### config.mk
export PLATFORM = sky130hd
export DESIGN_NAME = ucode_sequencer
export DESIGN_NICKNAME = d
export VERILOG_FILES = /design/src/rtl/ucode_sequencer.sv
export SDC_FILE = /design/constraint.sdc
export NUM_CORES = 1
export LEC_CHECK = 0
export CAP_MARGIN = 20
export CELL_PAD_IN_SITES_DETAIL_PLACEMENT = 0
export CELL_PAD_IN_SITES_GLOBAL_PLACEMENT = 2
export CORE_AREA = 2 2 102 104
export DETAILED_ROUTE_END_ITERATION = 10
export DIE_AREA = 0 0 104 106
export PLACE_DENSITY_LB_ADDON = 0.1
export SETUP_SLACK_MARGIN = 0.05
export SYNTH_ARGS = -nofsm -noshare
export SYNTH_HDL_FRONTEND = slang
export SYNTH_SLANG_ARGS = --single-unit
### constraint.sdc
create_clock -name clk -period 3.05 [get_ports clk]
set_input_delay 0.61 -clock clk [delete_from_list [all_inputs] [get_ports clk]]
set_output_delay 0.61 -clock clk [all_outputs]
set_load 0.1 [all_outputs]
### src/rtl/ucode_sequencer.sv
// ---------------------------------------------------------------------------
// ucode_sequencer
//
// Expands the MULI macro instruction (rd = rs1 * imm) into a shift-and-add
// micro-op stream that uses two reserved scratch registers, TMP_A and TMP_B:
//
//    MOVI TMP_A, #0
//    for each set bit i of imm, lowest first:
//       LSL  TMP_B, rs1, #i
//       ADD  TMP_A, TMP_A, TMP_B
//    ADD  rd, TMP_A, #0            (uop_last)
//
// Ports
//    clk, rst          core clock, synchronous active-low reset
//    clk_en            global enable; when low every flop holds
//    macro_*           macro instruction from fetch (valid/ready handshake)
//    uop_*             registered micro-op to decode/execute (valid/ready)
//    busy              high while a macro is being expanded (fetch stalls)
//    done              one-cycle pulse after the final micro-op is accepted
//    err               one-cycle pulse after a rejected macro
// ---------------------------------------------------------------------------
module ucode_sequencer #(
   parameter int unsigned IMM_W    = 16,
   parameter logic [6:0]  OPC_MULI = 7'h2A,
   parameter logic [3:0]  TMP_A    = 4'd14,
   parameter logic [3:0]  TMP_B    = 4'd15,
   parameter logic [2:0]  ALU_ADD  = 3'd0,
   parameter logic [2:0]  ALU_LSL  = 3'd5,
   parameter logic [2:0]  ALU_MOVI = 3'd7
) (
   input  logic             clk,
   input  logic             rst,
   input  logic             clk_en,
   input  logic             macro_valid,
   input  logic [6:0]       macro_opcode,
   input  logic [3:0]       macro_rd,
   input  logic [3:0]       macro_rs1,
   input  logic [IMM_W-1:0] macro_imm,
   output logic             macro_ready,
   output logic             uop_valid,
   input  logic             uop_ready,
   output logic [2:0]       uop_alu,
   output logic [3:0]       uop_rd,
   output logic [3:0]       uop_rs1,
   output logic [3:0]       uop_rs2,
   output logic [IMM_W-1:0] uop_imm,
   output logic             uop_use_imm,
   output logic             uop_last,
   output logic             busy,
   output logic             done,
   output logic             err
);

   typedef enum logic [2:0] {
      ST_IDLE,
      ST_CLR,
      ST_SHIFT,
      ST_ACC,
      ST_COPY
   } state_t;

   state_t           state_q, state_d;
   logic [IMM_W-1:0] m_q, m_d;
   logic [3:0]       rd_q, rd_d;
   logic [3:0]       rs1_q, rs1_d;
   logic             done_q, done_d;
   logic             err_q, err_d;

   logic             uop_valid_q, uop_valid_d;
   logic [2:0]       uop_alu_q, uop_alu_d;
   logic [3:0]       uop_rd_q, uop_rd_d;
   logic [3:0]       uop_rs1_q, uop_rs1_d;
   logic [3:0]       uop_rs2_q, uop_rs2_d;
   logic [IMM_W-1:0] uop_imm_q, uop_imm_d;
   logic             uop_use_imm_q, uop_use_imm_d;
   logic             uop_last_q, uop_last_d;

   logic             accept;
   logic             macro_bad;
   logic             uop_fire;
   logic [IMM_W-1:0] m_clear;
   logic [IMM_W-1:0] lsb_idx;

   // Sequencing: handshakes, mask update and next state.
   always_comb begin
      accept    = macro_valid && (state_q == ST_IDLE) && clk_en;
      macro_bad = (macro_opcode != OPC_MULI)
                  || (macro_rs1 == TMP_A) || (macro_rs1 == TMP_B)
                  || (macro_rd == TMP_A)  || (macro_rd == TMP_B);
      uop_fire  = uop_valid_q && uop_ready && clk_en;
      // Clearing the lowest set bit moves the scan to the next multiplier bit.
      m_clear   = m_q & (m_q - IMM_W'(1));

      state_d = state_q;
      m_d     = m_q;
      rd_d    = rd_q;
      rs1_d   = rs1_q;
      done_d  = 1'b0;
      err_d   = 1'b0;

      case (state_q)
         ST_IDLE: begin
            if (accept) begin
               rd_d  = macro_rd;
               rs1_d = macro_rs1;
               m_d   = macro_imm;
               if (macro_bad) begin
                  err_d = 1'b1;
               end else begin
                  state_d = ST_CLR;
               end
            end
         end
         ST_CLR: begin
            if (uop_fire) begin
               state_d = (m_q == '0) ? ST_COPY : ST_SHIFT;
            end
         end
         ST_SHIFT: begin
            if (uop_fire) begin
               state_d = ST_ACC;
            end
         end
         ST_ACC: begin
            if (uop_fire) begin
               m_d     = m_clear;
               state_d = (m_clear == '0) ? ST_COPY : ST_SHIFT;
            end
         end
         ST_COPY: begin
            if (uop_fire) begin
               state_d = ST_IDLE;
               done_d  = 1'b1;
            end
         end
         default: begin
            state_d = ST_IDLE;
         end
      endcase
   end

   // Lowest set bit of the upcoming mask; scanning downwards lets the
   // lowest index overwrite any higher one.
   always_comb begin
      lsb_idx = '0;
      for (int k = IMM_W - 1; k >= 0; k--) begin
         if (m_d[k]) begin
            lsb_idx = IMM_W'(k);
         end
      end
   end

   // Micro-op fields are decoded from the upcoming state so that they are
   // registered alongside it; while stalled the inputs to this decode do not
   // change, so the fields stay stable.
   always_comb begin
      uop_valid_d   = (state_d != ST_IDLE);
      uop_alu_d     = '0;
      uop_rd_d      = '0;
      uop_rs1_d     = '0;
      uop_rs2_d     = '0;
      uop_imm_d     = '0;
      uop_use_imm_d = 1'b0;
      uop_last_d    = 1'b0;

      case (state_d)
         ST_CLR: begin
            uop_alu_d     = ALU_MOVI;
            uop_rd_d      = TMP_A;
            uop_use_imm_d = 1'b1;
         end
         ST_SHIFT: begin
            uop_alu_d     = ALU_LSL;
            uop_rd_d      = TMP_B;
            uop_rs1_d     = rs1_d;
            uop_imm_d     = lsb_idx;
            uop_use_imm_d = 1'b1;
         end
         ST_ACC: begin
            uop_alu_d = ALU_ADD;
            uop_rd_d  = TMP_A;
            uop_rs1_d = TMP_A;
            uop_rs2_d = TMP_B;
         end
         ST_COPY: begin
            uop_alu_d     = ALU_ADD;
            uop_rd_d      = rd_d;
            uop_rs1_d     = TMP_A;
            uop_use_imm_d = 1'b1;
            uop_last_d    = 1'b1;
         end
         default: begin
         end
      endcase
   end

   // Reset overrides clk_en; otherwise nothing moves while clk_en is low,
   // which also stretches done/err pulses until the next enabled edge.
   always_ff @(posedge clk) begin
      if (!rst) begin
         state_q       <= ST_IDLE;
         m_q           <= '0;
         rd_q          <= '0;
         rs1_q         <= '0;
         done_q        <= 1'b0;
         err_q         <= 1'b0;
         uop_valid_q   <= 1'b0;
         uop_alu_q     <= '0;
         uop_rd_q      <= '0;
         uop_rs1_q     <= '0;
         uop_rs2_q     <= '0;
         uop_imm_q     <= '0;
         uop_use_imm_q <= 1'b0;
         uop_last_q    <= 1'b0;
      end else if (clk_en) begin
         state_q       <= state_d;
         m_q           <= m_d;
         rd_q          <= rd_d;
         rs1_q         <= rs1_d;
         done_q        <= done_d;
         err_q         <= err_d;
         uop_valid_q   <= uop_valid_d;
         uop_alu_q     <= uop_alu_d;
         uop_rd_q      <= uop_rd_d;
         uop_rs1_q     <= uop_rs1_d;
         uop_rs2_q     <= uop_rs2_d;
         uop_imm_q     <= uop_imm_d;
         uop_use_imm_q <= uop_use_imm_d;
         uop_last_q    <= uop_last_d;
      end
   end

   assign macro_ready = (state_q == ST_IDLE);
   assign busy        = (state_q != ST_IDLE);
   assign done        = done_q;
   assign err         = err_q;
   assign uop_valid   = uop_valid_q;
   assign uop_alu     = uop_alu_q;
   assign uop_rd      = uop_rd_q;
   assign uop_rs1     = uop_rs1_q;
   assign uop_rs2     = uop_rs2_q;
   assign uop_imm     = uop_imm_q;
   assign uop_use_imm = uop_use_imm_q;
   assign uop_last    = uop_last_q;

endmodule

==> results of run 1 <==
## layout make-up
type | instances | area [µm²]
repair buffers | 97 | 816
well taps | 136 | 170
flip-flops and latches | 47 | 941
fillers | 1073 | 6320
multi-input cells | 249 | 1610
inverters | 9 | 38.8
clock buffers | 7 | 96.3
clock inverters | 1 | 7.51
## cell usage after synthesis (3+ instances only)
master / number / area (µm²)
clkbuf_1: 6 / 22.5
a221o_1: 4 / 40.0
o21a_1: 3 / 22.5
nor3_1: 7 / 35.0
a21oi_1: 17 / 85.1
nand3_1: 10 / 50.1
buf_2: 3 / 15.0
mux2i_1: 8 / 80.1
or2_2: 3 / 18.8
a21o_1: 3 / 22.5
dfxtp_1: 47 / 941
a22oi_1: 3 / 22.5
inv_1: 6 / 22.5
nor2_1: 43 / 161
and3_1: 4 / 25.0
or3_1: 3 / 18.8
a22o_1: 7 / 61.3
o31ai_1: 3 / 22.5
o21ai_0: 17 / 85.1
buf_4: 18 / 135
and2_1: 11 / 68.8
nand2b_1: 3 / 18.8
a31oi_1: 4 / 25.0
or4_1: 4 / 30.0
nand2_1: 23 / 86.3
## routing by layer
| layer | part of all wire | vias to the layer above |
|---|---|---|
| met2 | 0.47 | 71 |
| met5 | 0 | - |
| met1 | 0.48 | 1237 |
| met3 | 0.039 | 9 |
| met4 | 0.013 | 0 |
| li1 | - | 1331 |
## report_power, final
part           total [mW]  leakage, nW  switching, mW  internal [mW]
clock               0.427       0.0505          0.220          0.207
sequential          0.667        0.383         0.0262          0.641
combinational       0.539         1.14          0.351          0.187
## kinds of logic after synthesis
family,Yosys count
compound gates,92
xor+xnor,1
buf+inv,39
flops,47
mux,8
other cells,1
simple gates,136
## stage by stage
| step | util | total power [mW] | cell area (µm²) | hold WS, ps |
|---|---|---|---|---|
| global route | 0.368 | 1.72 | 3680 | 489 |
| finish | 0.368 | 1.63 | 3680 | 460 |
| floorplan | - | 1.06 | 2790 | 433 |
| detailed placement | 0.357 | 1.22 | 3570 | 450 |
| CTS | 0.368 | 1.65 | 3680 | 464 |
| global placement | 0.357 | 1.23 | 3570 | 441 |
## state kept, by name, summed over array words and instances, names as in the netlist
name / count
done: 1
rs1_q: 4
uop_rs1: 4
rd_q: 4
uop_use_imm: 1
uop_alu: 2
uop_rs2: 1
m_q: 16
uop_last: 1
state_q: 3
uop_rd: 4
err: 1
uop_valid: 1
uop_imm: 4
## how the worst max path moves through the flow
stage                      end  depth (start not counted)
floorplan           uop_imm[0]                         10
global placement    uop_imm[0]                          9
detailed placement  uop_imm[0]                          9
CTS                 uop_imm[0]                          9
global route        uop_imm[0]                          9
finish              uop_imm[0]                          9
## worst max-delay path, delay by kind of cell
family | cells | cell delay, ps
AND/OR/NAND/NOR | 4 | 920
buffers and inverters | 1 | 480
AO/OA/AOI/OAI | 4 | 1050
==> results by group, run 1 <==
Run status
  – Outcome: completed

Global route
  – Most crowded layer after global routing: met2
  – GRT met1 Usage: 0.212
  – Largest net degree at the start of global routing: 26
  – Met3 GRT Util: 0.0221
  – Vias in the first global route: 2520
  – GRT Util Overall: 0.159
  – Initial antenna violation count: 0
  – M2 GR Usage: 0.269
  – First-pass GRT wire length: 13.7 mm
  – GR Overflow Total: 0

Synthesis
  – XOR/XNOR Fraction of Synth Area: 0.00320
  – Mapped Area: 2740 µm²
  – Ys flop type: dfxtp_1
  – Syn Area/Cell: 8.44 µm²
  – Mapped Cells: 324
  – Adder-cell share of the synthesized area: 0
  – Main combinational cell family by area after synthesis: simple AND/OR/NAND/NOR gates
  – FFs w/ async S/R, synth: 0
  – Register bit count reported by yosys: 47
  – Sequential area share after synthesis: 0.344
  – EDFF count, synth: 0
  – Compound-gate portion of the synthesized area: 0.254
  – Post-synthesis mux area share: 0.0293
  – Synth warn: 0
  – Synth unique cells: 73
  – Simple-gate share of the synthesized area: 0.282

Clock tree
  – Root Driver: clkbuf_8
  – Cts bufs inserted: 5
  – Hold buffer count at CTS: 0
  – CTS Buffer Depth: 2
  – CTS tree: done
  – Gates resized, CTS repair: 0
  – Num Clock Sinks: 47
  – Post-CTS Setup Inserts: 0
  – Worst-skew pair later-pin latency: 300 ps
  – Clock transition at path regs: 90 ps
  – H-tree levels: 2

Critical path
  – CP required: 3290 ps
  – RR Endpoint: uop_imm[1]
  – Worst path arrival time: 3060 ps
  – Max incr delay on CP: 480 ps
  – Nature of the critical path endpoint: flip-flop
  – Critical path's slowest cell: clkdlybuf4s50_1
  – CP Cell Sequence: clkdlybuf4s50_1 > and3_1 > a22oi_2 > a221o_1 > nor4_2 > nand3b_1 > o2bb2ai_1 > or4_1 > a21oi_1
  – R2r setup slk: 380 ps
  – WS Path Type: input port to flip-flop
  – R2R cell count: 8
  – CP max FO: 9
  – Crit path launch: clk_en
  – R2R Path Start: m_q[0]
  – Startpoint Class: input port

Drt
  – DRT Wirelength: 8.97 mm
  – First-pass iteration count of the detailed router: 4
  – Post-route ant nets: 0
  – DRC violations left: 0
  – Via/cell ratio: 4.85
  – Initial DRC count: 115
  – Routed WL per cell: 16.4 µm
  – Via Count: 2648

Final layout
  – Area Growth Syn to Fin: 34.4%
  – Most frequent cells in the layout: 62 x buf_4, 47 x dfxtp_1, 43 x nor2_1
  – Share of layout cells above drive strength 1: 0.232
  – Commonest non-fill, non-tap cell in the layout: buf_4
  – Layout Nets: 445
  – ANT cells: 0
  – Post-Layout Cell Count: 546

Timing
  – Slew HR: 0.644
  – TNS Setup: 0 ps
  – Slew @ Worst Pin: 535 ps
  – Unrepaired setup endpoints after global routing: false
  – Crit path time final: 2820 ps
  – Setup Skew: 9.00 ps
  – Tcrit/Tclk final: 0.925
  – Fin worst setup slack: 230 ps
  – Maximum clock rate: 355 MHz
  – # setup viols final: 0
  – Fin. Hold Viols: 0
  – Count of pins over their slew limit: 0

Power
  – Power Density: 444 nW/µm²
  – P_leak: 1.57 nW
  – Max IR drop VDD: 208 µV

Worst hold path
  – Hold Crit Class: flip-flop to flip-flop
  – HP Start: rs1_q[0]
  – Hold Crit Depth: 2
  – Hold endpoint: rs1_q[0]

Floorplan
  – Die footprint: 11000 µm²
  – Die Y-Extent: 106 µm
  – Row count: 37
  – I/O pin cnt: 74
  – Starting Density: 0.274
  – Core area: 10000 µm²
  – Die X-Extent: 104 µm

Place
  – # port buffers: 61
  – Dpl ws: -81.6 ps
  – DP HPWL: 7.07 mm
  – Gpl congestion: 0.836
  – Placed insts: 538

Flow run
  – Max-cap violations: 0
Power figures use the tool's default switching activity.
==> inputs of run 2 (changes only) <==
CORE_AREA = 8 8 108 110   (was 2 2 102 104)
DIE_AREA = 0 0 116 118   (was 0 0 104 106)
==> run 2 against run 1 <==
Clock skew fell by 4.2 ps. Non-clock buffer count fell by 2. Clock power fell by 12%. Via count rose by 0.57%. Maximum frequency fell by 1.3%. Cell area fell by 1.0%. Flip-flop and latch count did not move. Count of clock-buffer cells in the layout did not move. Worst setup slack got worse by 38 ps. Die area rose by 24%. Critical path depth did not move. Core utilization fell by 0.38 points.
==> results by group, run 2 (synthesis gave the netlist of run 1 again) <==
Timing
  – Tcrit/Tclk final: 0.937 (+0.0125)
  – Crit path time final: 2860 ps (+38.2 ps)
  – Unrepaired setup endpoints after global routing: false
  – Maximum clock rate: 350 MHz (-1.3%)
  – Fin worst setup slack: 192 ps (-38.2 ps)
  – Setup Skew: 4.80 ps (-4.20 ps)
  – # setup viols final: 0 (unchanged)
  – Slew @ Worst Pin: 565 ps (+30.0 ps)
  – Slew HR: 0.624 (-0.0200)
  – Count of pins over their slew limit: 0 (unchanged)
  – Fin. Hold Viols: 0 (unchanged)

Global route
  – Vias in the first global route: 2829 (+12%)
  – GRT Util Overall: 0.142 (-0.0165)
  – GR Overflow Total: 0 (unchanged)
  – Most crowded layer after global routing: met2
  – Initial antenna violation count: 0 (unchanged)
  – M2 GR Usage: 0.236 (-0.0331)
  – GRT met1 Usage: 0.177 (-0.0354)
  – Largest net degree at the start of global routing: 26 (unchanged)
  – First-pass GRT wire length: 15.1 mm (+11%)
  – Met3 GRT Util: 0.0318 (+0.00974)

Critical path
  – R2R Path Start: state_q[2]
  – RR Endpoint: uop_imm[0]
  – Nature of the critical path endpoint: flip-flop
  – Crit path launch: clk_en
  – Worst path arrival time: 3090 ps (+30 ps)
  – CP required: 3280 ps (about the same)
  – Setup crit end: uop_imm[0]
  – R2r setup slk: 270 ps (-110 ps)
  – Startpoint Class: input port
  – R2R cell count: 8 (unchanged)
  – WS Path Type: input port to flip-flop
  – CP max FO: 9 (unchanged)

Floorplan
  – Die Y-Extent: 118 µm (+11%)
  – Starting Density: 0.274 (unchanged)
  – Die footprint: 13700 µm² (+24%)
  – Row count: 37 (unchanged)
  – Core area: 10000 µm² (unchanged)
  – Die X-Extent: 116 µm (+12%)
  – I/O pin cnt: 74 (unchanged)

Final layout
  – Max reg flops: 16 (unchanged)
  – End-of-flow core utilization: 0.364 (-0.00375)
  – Layout Nets: 443 (-0.45%)
  – Post-Layout Cell Count: 544 (-0.37%)
  – Reg with most FFs: m_q
  – Final instance area: 3640 µm² (-1.0%)
  – ANT cells: 0 (unchanged)
  – Commonest non-fill, non-tap cell in the layout: buf_4
  – Most frequent cells in the layout: 60 x buf_4, 47 x dfxtp_1, 43 x nor2_1
  – Area Growth Syn to Fin: 33.0%
  – Share of layout cells above drive strength 1: 0.223 (-0.00867)

Place
  – DP HPWL: 7.63 mm (+8.0%)
  – Gpl congestion: 0.846 (+1.2%)
  – Post-DP Area: 3560 µm² (-0.42%)
  – # port buffers: 61 (unchanged)
  – Dpl ws: -114 ps (-32.8 ps)
  – Placed insts: 536 (-0.37%)

Clock tree
  – Num Clock Sinks: 47 (unchanged)
  – Hold buffer count at CTS: 0 (unchanged)
  – Cts bufs inserted: 5 (unchanged)
  – Worst-skew pair later-pin latency: 300 ps (about the same)
  – Root Driver: clkbuf_8
  – Clock transition at path regs: 90 ps (about the same)
  – H-tree levels: 2 (unchanged)
  – CTS tree: done
  – Post-CTS Setup Inserts: 0 (unchanged)
  – Gates resized, CTS repair: 0 (unchanged)
  – CTS Buffer Depth: 2 (unchanged)

Drt
  – Initial DRC count: 64 (-44%)
  – Routed WL per cell: 17.7 µm (+7.5%)
  – DRT Wirelength: 9.60 mm (+7.1%)
  – Post-route ant nets: 0 (unchanged)
  – DRC violations left: 0 (unchanged)
  – First-pass iteration count of the detailed router: 5 (+1)
  – Via Count: 2663 (+0.57%)
  – Via/cell ratio: 4.90 (+0.94%)

Power
  – P_leak: 1.56 nW (-1.1%)
  – Max IR drop VDD: 154 µV (-26%)
  – Total power: 1.59 mW (-2.8%)
  – Power Density: 436 nW/µm² (-1.8%)

Worst hold path
  – Hold Crit Class: flip-flop to flip-flop
  – Hold Crit Depth: 2 (unchanged)

Run status
  – Outcome: completed

Flow run
  – Max-cap violations: 0 (unchanged)
[run 2: final cells by class]
cell class	count	area [µm²]
fillers	1117	6360
multi-input cells	249	1610
flip-flops and latches	47	941
repair buffers	95	801
well taps	136	170
clock buffers	7	76.3
inverters	9	38.8
clock inverters	1	5.00
[run 2: worst min-delay path by stage]
stage	start	end
after floorplan	rs1_q[0]	rs1_q[0]
after global placement	rs1_q[0]	rs1_q[0]
after detailed placement	rs1_q[0]	rs1_q[0]
after CTS	rs1_q[0]	rs1_q[0]
after global routing	rs1_q[0]	rs1_q[0]
final	rs1_q[0]	rs1_q[0]
[run 2: critical path, cell delays in order]
cell and delay (ps):
clkdlybuf4s50_1 490, and2_0 250, a22oi_2 530, a221o_1 360, nor4_2 90, nand3b_1 90, o2bb2ai_1 70, or4_1 470
a21oi_1 130
[run 2: power breakdown]
part | internal [mW] | switching [mW] | leakage, nW
clock | 0.162 | 0.215 | 0.0422
combinational | 0.185 | 0.356 | 1.13
sequential | 0.640 | 0.0278 | 0.383
total | 0.987 | 0.599 | 1.56
[run 2: routing by layer]
metal	share of wire	wire length, µm
met1	0.45	4360
met2	0.48	4610
met3	0.047	448
met4	0.019	184
met5	0	0
[run 2: metrics by stage]
stage | setup TNS [ps] | hold WS (ps)
finish | 0 | 458
global route | 0 | 477
CTS | 0 | 460
detailed placement | -114 | 447
global placement | -99.7 | 440
floorplan | -38.4 | 433
